File: src/rtl/gerador_pwm_posicao_if.sv
// Control/status bundle between the sweep controller and the servo PWM generator.
// The master side drives habilita/carrega/posicao; the slave side is the generator.
interface gerador_pwm_posicao_if #(
    parameter int N = 6
);
    logic         habilita;
    logic         carrega;
    logic [N-1:0] posicao;
    logic         pwm;
    logic [N-1:0] posicao_atual;
    logic         pendente;
    logic         aplicado;
    logic         fim_periodo;

    modport master (
        output habilita, carrega, posicao,
        input  pwm, posicao_atual, pendente, aplicado, fim_periodo
    );

    modport slave (
        input  habilita, carrega, posicao,
        output pwm, posicao_atual, pendente, aplicado, fim_periodo
    );
endinterface

File: src/rtl/gerador_pwm_posicao.sv
// Fixed-period servo PWM whose high time is linear in a double-buffered position;
// new positions only take effect at a period boundary so no pulse is cut or stretched.
module gerador_pwm_posicao #(
    parameter int M           = 50,
    parameter int N           = 6,
    parameter int PERIODO     = 1000000,
    parameter int LARGURA_MIN = 50000,
    parameter int PASSO       = 1000,
    parameter int W           = 20
) (
    input  logic                 clock,
    input  logic                 zera_as_n,
    input  logic                 zera_s,
    gerador_pwm_posicao_if.slave bus
);
    localparam logic [W-1:0] ULTIMO  = W'(PERIODO - 1);
    localparam logic [W-1:0] LMIN_W  = W'(LARGURA_MIN);
    localparam logic [W-1:0] PASSO_W = W'(PASSO);
    localparam logic [N-1:0] POS_MAX = N'(M - 1);

    logic [W-1:0] cont_reg, cont_next;
    logic [N-1:0] atual_reg, atual_next;
    logic [N-1:0] pend_val_reg, pend_val_next;
    logic         pend_reg, pend_next;
    logic         aplicado_reg, aplicado_next;
    logic         pwm_reg, pwm_next;
    logic         en_reg;

    logic [N-1:0] pos_clamp;
    logic         fronteira;
    logic [W-1:0] largura_next;

    // Out-of-range requests saturate to the last valid position.
    assign pos_clamp = (bus.posicao > POS_MAX) ? POS_MAX : bus.posicao;

    // While idle every edge is a boundary, so loads apply directly.
    assign fronteira = !bus.habilita || (cont_reg == ULTIMO);

    always_comb begin
        atual_next    = atual_reg;
        pend_val_next = pend_val_reg;
        pend_next     = pend_reg;
        aplicado_next = 1'b0;

        if (fronteira) begin
            if (bus.carrega) begin
                atual_next    = pos_clamp;
                pend_next     = 1'b0;
                aplicado_next = 1'b1;
            end else if (pend_reg) begin
                atual_next    = pend_val_reg;
                pend_next     = 1'b0;
                aplicado_next = 1'b1;
            end
        end else if (bus.carrega) begin
            pend_val_next = pos_clamp;
            pend_next     = 1'b1;
        end
    end

    // The first enabled edge parks the counter at 0 so the period opens with a full pulse.
    always_comb begin
        cont_next = '0;
        if (bus.habilita && en_reg && (cont_reg != ULTIMO)) begin
            cont_next = cont_reg + 1'b1;
        end
    end

    // pwm is registered but derived from next-state values, so it lines up with cont.
    assign largura_next = LMIN_W + W'(atual_next) * PASSO_W;
    assign pwm_next     = bus.habilita && (cont_next < largura_next);

    always_ff @(posedge clock or negedge zera_as_n) begin
        if (!zera_as_n) begin
            cont_reg     <= '0;
            atual_reg    <= '0;
            pend_val_reg <= '0;
            pend_reg     <= 1'b0;
            aplicado_reg <= 1'b0;
            pwm_reg      <= 1'b0;
            en_reg       <= 1'b0;
        end else if (zera_s) begin
            cont_reg     <= '0;
            atual_reg    <= '0;
            pend_val_reg <= '0;
            pend_reg     <= 1'b0;
            aplicado_reg <= 1'b0;
            pwm_reg      <= 1'b0;
            en_reg       <= 1'b0;
        end else begin
            cont_reg     <= cont_next;
            atual_reg    <= atual_next;
            pend_val_reg <= pend_val_next;
            pend_reg     <= pend_next;
            aplicado_reg <= aplicado_next;
            pwm_reg      <= pwm_next;
            en_reg       <= bus.habilita;
        end
    end

    assign bus.pwm           = pwm_reg;
    assign bus.posicao_atual = atual_reg;
    assign bus.pendente      = pend_reg;
    assign bus.aplicado      = aplicado_reg;
    assign bus.fim_periodo   = (cont_reg == ULTIMO);

endmodule

File: src/flat_wrapper.sv
// flat-port wrapper written by rule: the top's interface ports become plain ports
module gerador_pwm_posicao_flat 
#(
    parameter int M           = 50,
    parameter int N           = 6,
    parameter int PERIODO     = 1000000,
    parameter int LARGURA_MIN = 50000,
    parameter int PASSO       = 1000,
    parameter int W           = 20
)
  (clock, zera_as_n, zera_s, bus_habilita, bus_carrega, bus_posicao, bus_pwm, bus_posicao_atual, bus_pendente, bus_aplicado, bus_fim_periodo);
  gerador_pwm_posicao_if #(.N(N)) bus_i ();
  input  logic clock;
  input  logic zera_as_n;
  input  logic zera_s;
  input wire logic [$bits(bus_i.habilita)-1:0] bus_habilita;
  input wire logic [$bits(bus_i.carrega)-1:0] bus_carrega;
  input wire logic [$bits(bus_i.posicao)-1:0] bus_posicao;
  output wire logic [$bits(bus_i.pwm)-1:0] bus_pwm;
  output wire logic [$bits(bus_i.posicao_atual)-1:0] bus_posicao_atual;
  output wire logic [$bits(bus_i.pendente)-1:0] bus_pendente;
  output wire logic [$bits(bus_i.aplicado)-1:0] bus_aplicado;
  output wire logic [$bits(bus_i.fim_periodo)-1:0] bus_fim_periodo;
  assign bus_i.habilita = bus_habilita;
  assign bus_i.carrega = bus_carrega;
  assign bus_i.posicao = bus_posicao;
  assign bus_pwm = bus_i.pwm;
  assign bus_posicao_atual = bus_i.posicao_atual;
  assign bus_pendente = bus_i.pendente;
  assign bus_aplicado = bus_i.aplicado;
  assign bus_fim_periodo = bus_i.fim_periodo;
  gerador_pwm_posicao #(.M(M), .N(N), .PERIODO(PERIODO), .LARGURA_MIN(LARGURA_MIN), .PASSO(PASSO), .W(W)) u_core (.clock(clock), .zera_as_n(zera_as_n), .zera_s(zera_s), .bus(bus_i));
endmodule
File: config.mk
export PLATFORM = sky130hd
export DESIGN_NAME = gerador_pwm_posicao_flat
export DESIGN_NICKNAME = d
export VERILOG_FILES = /design/src/rtl/gerador_pwm_posicao_if.sv /design/src/rtl/gerador_pwm_posicao.sv /design/src/flat_wrapper.sv
export SDC_FILE = /design/constraint.sdc
export NUM_CORES = 1
export LEC_CHECK = 0
export BUFFER_PORTS_ARGS = -buffer_cell sky130_fd_sc_hd__buf_4
export CAP_MARGIN = 30
export CORE_AREA = 10 10 99 101
export CTS_BUF_LIST = sky130_fd_sc_hd__clkbuf_8
export DETAILED_ROUTE_END_ITERATION = 7
export DIE_AREA = 0 0 109 111
export GPL_TIMING_DRIVEN = 0
export PLACE_DENSITY = 0.7
export SLEW_MARGIN = 20
export SYNTH_ARGS = -nofsm -noshare
export SYNTH_HDL_FRONTEND = slang
export SYNTH_SLANG_ARGS = --single-unit
File: constraint.sdc
create_clock -name clock -period 13.1 [get_ports clock]
set_input_delay 0 -clock clock [delete_from_list [all_inputs] [get_ports clock]]
set_output_delay 0 -clock clock [all_outputs]
set_load 0.01 [all_outputs]
# --- Word-level counts from Yosys, hierarchy flattened ---
# Index checks and enable logic that the tools add are counted.
# W data, S select, Z words.
word_totals:
  out_inout_bits: 10
  n_memories: 0
  latch_bits: 0
  rom_bits: 0
  ram_bits: 0
  in_bits: 11
  elab_cells: 42
  ff_bits: 36
classes:
  n_div: 0
  bitwise_logic: 0
  reduce_logical: 8
  shift: 0
  mux: 19
  add_sub_neg: 2
  n_eq_ne: 3
  multipliers: 1
  magnitude_cmp: 2
op_table:
  columns: ["op", "n"]
  rows:
  - ["$mux W6", 8]
  - ["$mux W20", 2]
  - ["$add A20 B1 Y20 const B", 1]
  - ["$eq A20 B20 Y1 const B", 1]
  - ["$lt A20 B20 Y1", 1]
  - ["$ne A20 B20 Y1 const B", 1]
  - ["$add A16 B16 Y17 const A", 1]
  - ["$mul A6 B7 Y13 const B", 1]
  - ["$mux W1", 9]
  - ["$gt A6 B6 Y1 const B", 1]
  - ["$logic_and A1 B1 Y1", 3]
  - ["$reduce_bool A3 Y1", 1]
  - ["$ne A2 B2 Y1 const B", 1]
  - ["$reduce_and A2 Y1", 1]
  - ["$reduce_bool A2 Y1", 1]
  - ["$logic_not A1 Y1", 1]
  - ["$logic_or A1 B1 Y1", 1]

# --- Longest topological paths before layout ---
depth:
  depth_word: 9
  mapped_depth: 29
  mapped_depth_nobuf: 29

# --- Worst setup path after synthesis ---
# OpenSTA, ideal clock, no wires.
synth_timing:
  path_type: "register to register"
  startpoint: "register u_core.cont_reg[17]"
  endpoint: "register u_core.pwm_reg (netlist: u_core.bus.pwm)"
  path_buffers: 0
  path_stages_with_launch: 27
  slack_ps: 7045
  t_required_ps: 12972
  period_less_slack_ps: 6055
  setup_time_ps: 128
  t_arrival_ps: 5928
  cell_sequence: "dfrtp_1 -> nand2_1 -> or4_4 -> nor2_2 -> nor2b_1 -> a21oi_1 -> o22a_1 -> inv_1 -> ha_1 -> xnor2_1 -> fa_1 -> fa_1 -> inv_1 -> ha_1 -> nor2b_1 -> o21a_1 -> a311o_1 -> a21o_1 -> a21oi_1 -> xnor2_1 -> xnor2_1 -> ha_1 -> nand4_1 -> nor4_1 -> nand2b_1 -> o21ai_0 -> nor3_1"
synth_between:
  elab_chain_len: 8
  elab_cells_between_ends: 12
  classes_between: "add/sub (2); mul (1); order compare (1); eq/ne (2); mux (3); reduce/logical (3)"
synth_lines:
  columns: ["element", "line_no", "source"]
  rows:
  - ["start: declaration", "gerador_pwm_posicao.sv:21", "logic [W-1:0] cont_reg, cont_next;"]
  - ["start signal: assignment", "gerador_pwm_posicao.sv:91", "cont_reg <= cont_next;"]
  - ["$eq A20 B20 Y1", null, null]
  - ["named net bus_fim_periodo", "flat_wrapper.sv:23", "output wire logic [$bits(bus_i.fim_periodo)-1:0] bus_fim_periodo;"]
  - ["$logic_or A1 B1 Y1", "gerador_pwm_posicao.sv:37", "assign fronteira = !bus.habilita || (cont_reg == ULTIMO);"]
  - ["$mux W6", "gerador_pwm_posicao.sv:45", "if (fronteira) begin"]
  - ["$mul A6 B7 Y13", "gerador_pwm_posicao.sv:70", "assign largura_next = LMIN_W + W'(atual_next) * PASSO_W;"]
  - ["$add A16 B16 Y17", "gerador_pwm_posicao.sv:70", null]
  - ["$lt A20 B20 Y1", "gerador_pwm_posicao.sv:71", "assign pwm_next = bus.habilita && (cont_next < largura_next);"]
  - ["$logic_and A1 B1 Y1", "gerador_pwm_posicao.sv:71", null]
  - ["$mux W1", "gerador_pwm_posicao.sv:82", "end else if (zera_s) begin"]
  - ["end signal: assignment", "gerador_pwm_posicao.sv:96", "pwm_reg <= pwm_next;"]
  - ["end: declaration", "gerador_pwm_posicao.sv:26", "logic pwm_reg, pwm_next;"]
# The timed path passes the listed nets, and every way through them passes these cells.
# A chain may end at the register's enable or synchronous reset.

# --- Final worst setup path ---
layout_timing:
  startpoint: "register u_core.cont_reg[12]"
  endpoint: "register u_core.pwm_reg (netlist: u_core.bus.pwm)"
layout_between:
  elab_chain_len: 8
  elab_cells_between_ends: 12
  classes_between: "add/sub (2); mul (1); order compare (1); eq/ne (2); mux (3); reduce/logical (3)"
layout_lines:
  columns: ["element", "line_no"]
  rows:
  - ["$eq A20 B20 Y1", "gerador_pwm_posicao.sv:37"]
  - ["$logic_or A1 B1 Y1", "gerador_pwm_posicao.sv:37"]
  - ["$mux W6", "gerador_pwm_posicao.sv:45"]
  - ["$mul A6 B7 Y13", "gerador_pwm_posicao.sv:70"]
  - ["$add A16 B16 Y17", "gerador_pwm_posicao.sv:70"]
  - ["$lt A20 B20 Y1 (*)", "gerador_pwm_posicao.sv:71"]
  - ["$logic_and A1 B1 Y1 (*)", "gerador_pwm_posicao.sv:71"]
  - ["$mux W1 (*)", "gerador_pwm_posicao.sv:82"]
# Mark *: on every way between the ends. The rest lies on a longest branch, timed or not.

==> results.md <==
- Outcome: finished clean
- Slew at the pin closest to its max-slew limit: approximately 0.67 ns
- Worst hold slack: roughly 0.0011 ns
- EDFF count, synth: 0
- Dpl hpwl: approximately 5500 um
- Peak fanout along the critical path: 6
- Die Span Y: around 110 um
- Largest voltage drop on the vdd net: 66.9 uV
- Syn_area_per_cell: 8.89 um2
- Yosys warning total: 0
- X dimension of the die: between 100 and 150 um
- Longest Clk Path Bufs: 2
- CTS Root Buffer Type: sky130_fd_sc_hd__clkbuf_8
- Number of antenna-violating nets in the routed design: 0
- Final-layout fill cell count: 766
- Hold Fails Final Rpt: 0
- Destination of the worst register-to-register timing path: u_core.bus.pwm
- Core Rows: 33
- Capturing element type of the critical path: register
- Overflow after GRT: 0
- Worst path slowest cell: sky130_fd_sc_hd__fa_1
- Power Dens Cells: 158 nW/um2
- Cells after synthesis: 363
- RSZ-0062 raised after global routing: no
- Static leakage: 1.76 nW
- Detailed Route WL: between 6000 and 7000 um
- Largest area contributor in the netlist: sky130_fd_sc_hd__dfrtp_1
- Hold WC Path Type: input pin to register
- Register-to-Register Path Depth: 26
- Critical path start-end classification: register to register
- Worst setup SP type: register
- Crit path required time: ~13 ns
- Quantity of I/O buffers inserted on ports: 19
- Share of flip-flops with an asynchronous set or reset after synthesis: between 90% and 100%
- Final setup margin: approximately 6.1 ns
- # H-tree levels: 2
- Number of search-and-repair iterations in the first detailed-routing pass: 4
- Sequential standard cell area: around 900 um2
- Seq cells post-synth: 36
- Total negative slack: 0 ns
- Commonest register cell after synthesis: sky130_fd_sc_hd__dfrtp_1
- Ant. Diodes: 0
- Number of sinks on the clock net: 36
- Biggest cell delay along the critical path: between 0.5 and 0.6 ns
- Boundary pin count: 21
- Fin. max-slew vios: 0
- Via count of the first global-routing pass: between 2000 and 3000
- Number of vias after detailed routing: 2585
- Antenna violations before repair: 0
- Num CTS Buffers: 5
- Wire length of the first global-routing pass: around 12000 um
- Count of cell types in the netlist: roughly 50
- Top area cells in the synthesized netlist: sky130_fd_sc_hd__dfrtp_1 28%, sky130_fd_sc_hd__ha_1 15%, sky130_fd_sc_hd__fa_1 8.1%, sky130_fd_sc_hd__nor2_1 6.6%, sky130_fd_sc_hd__xor2_1 6.2%
- DRC violations left: 0
- Crit. Startpoint: u_core.cont_reg[12]
- Initial Utilization: between 40% and 50%
- Largest net degree at the start of global routing: 37
- Setup violation total in the final timing report: 0
- Worst setup slack before clock tree synthesis: just over 6 ns
- Total core area: around 8000 um2
- Final core utilization: between 40 and 50%
- Ratio of cells with drive above 1 in the final layout: between 10% and 20%
- Critical path arrival: 7.24 ns
- Clk_lat worst skew: roughly 0.3 ns
- Routability congestion estimate from global placement: around 0.8
- Combined area of the multi-input logic cells: about 2100 um2
- Final critical delay including setup and external delays: 7.04 ns
- Via density per instance: 5.18
- Clock transition at the register clock pins on the worst setup and hold paths after CTS: ~0.080 ns
- Total die area: 12100 um2
- Portion of the post-synthesis area used by sequential elements: around 28%
- Worst slew slack as a fraction of its limit: between 50% and 60%
- Worst setup skew after layout: ~0.012 ns
- Capturing element of the worst setup path: u_core.bus.pwm
- Net total in the final layout: approximately 460
- Iter 0 DRT Violations: 107
- Net Count, Synth: between 400 and 500
- Flip-flop count of the largest register after layout: 20
- Share of Yosys cell area claimed by the top area cell type: 27.9%
- Overall Global Routing Usage: between 10% and 20%
- P&R area growth vs syn: 12.5%
- Post-CTS Repair Setup Buffers: 0
- Total standard cell area after synthesis: approximately 3200 um2
- TritonCTS clock tree: yes
- Worst R2R Start: u_core.cont_reg[12]
- Average detailed-routed wire length per instance: 13.6 um
- Highest achievable clock rate: roughly 140 MHz
- Final period util: a little over half
- Maxcap violations: 0
- Worst reg-to-reg setup slack: about 6.1 ns
layout make-up:
cell class                      instances  share of cell area [%]
Buffer                                  6                   0.724
Inverter                               40                    4.14
Clock buffer                            5                    1.90
Sequential cell                        36                    24.8
Clock inverter                          3                   0.517
Timing Repair Buffer                   23                    5.04
Tap cell                              105                    3.62
Multi-Input combinational cell        281                    59.2
how the worst min path moves through the flow:
stage	startpoint	cells after the start	slack (ns)	end
2_1_floorplan	zera_as_n	0	-0.30	u_core.bus.aplicado
3_3_place_gp	zera_as_n	1	-0.01	u_core.cont_reg[15]
3_5_place_dp	zera_as_n	1	-0.01	u_core.cont_reg[14]
4_1_cts	bus_posicao[3]	2	0.007	u_core.pend_val_reg[3]
5_1_grt	bus_posicao[3]	2	0.007	u_core.pend_val_reg[3]
6_report	bus_posicao[5]	3	0.001	u_core.pend_val_reg[5]
placed cells by master (no fill, tap or decap), drive strengths merged, types with 5 or more instances in the layout:
cell type / synthesis / routed
o21ai: 9 / 9
clkbuf: 4 / 9
nor4: 5 / 5
buf: 2 / 21
xor2: 23 / 23
nand4: 5 / 5
fa: 13 / 13
inv: 40 / 40
nand3: 16 / 16
nand2: 22 / 22
mux2i: 5 / 5
ha: 39 / 39
nor2b: 9 / 9
dfrtp: 36 / 36
nor3: 6 / 6
xnor2: 14 / 14
nor2: 58 / 58
and3: 8 / 8
a21oi: 10 / 10
Yosys cell counts (all sizes together), types with 8 or more instances:
| cell type | count |
|---|---|
| o21ai | 9 |
| fa | 13 |
| nand3 | 16 |
| inv | 40 |
| nor2 | 58 |
| dfrtp | 36 |
| xor2 | 23 |
| and3 | 8 |
| xnor2 | 14 |
| nor2b | 9 |
| nand2 | 22 |
| a21oi | 10 |
| ha | 39 |
timing repair:
action | CTS | global route
hold buffers | 4 | 0
endpoints found under the hold margin | 39 | 0
resized for setup | 0 | 0
per-stage QoR:
stage                     power, mW  instance area, um2  std cells
after floorplan               0.421                3230        363
after global placement        0.481                3500        487
after detailed placement      0.498                3500        487
after CTS                     0.579                3630        499
after global routing          0.636                3630        499
final                         0.574                3630        499
worst max-delay path: cells and delay by family (launching register included):
| kind | cells | cell delay (ns) |
|---|---|---|
| simple gates | 7 | 1.98 |
| fa+ha+maj | 5 | 1.97 |
| xor+xnor | 3 | 0.66 |
| buf+inv | 2 | 0.20 |
| flops | 1 | 0.42 |
| compound gates | 9 | 1.72 |
kinds of logic (layout without fill, tap and decap cells):
kind of cell / after synthesis / in the layout / share of synthesized area [%]
AND/OR/NAND/NOR: 140 / 140 / 20.8
adder cells (fa/ha/maj): 52 / 52 / 23.2
AO/OA/AOI/OAI: 47 / 47 / 11.1
buffers and inverters: 46 / 77 / 5.47
XOR/XNOR: 37 / 37 / 10.0
flip-flops: 36 / 36 / 27.9
multiplexers: 5 / 5 / 1.55
routing by layer:
layer  up-vias  GRT usage, %  part of all wire [%]
li1       1293             -                     -
met1      1253          15.0                    46
met2        32          20.1                    49
met3         7          1.98                   3.3
met4         0          3.96                   1.5
met5         -             0                     0
where the power goes:
| group | total (mW) | switching [mW] | internal [mW] |
|---|---|---|---|
| clock network | 0.0789 | 0.0418 | 0.0370 |
| logic | 0.379 | 0.220 | 0.159 |
| registers | 0.116 | 0.00206 | 0.114 |
| total | 0.574 | 0.264 | 0.309 |
Note: power is estimated with default switching activity, not from simulation.
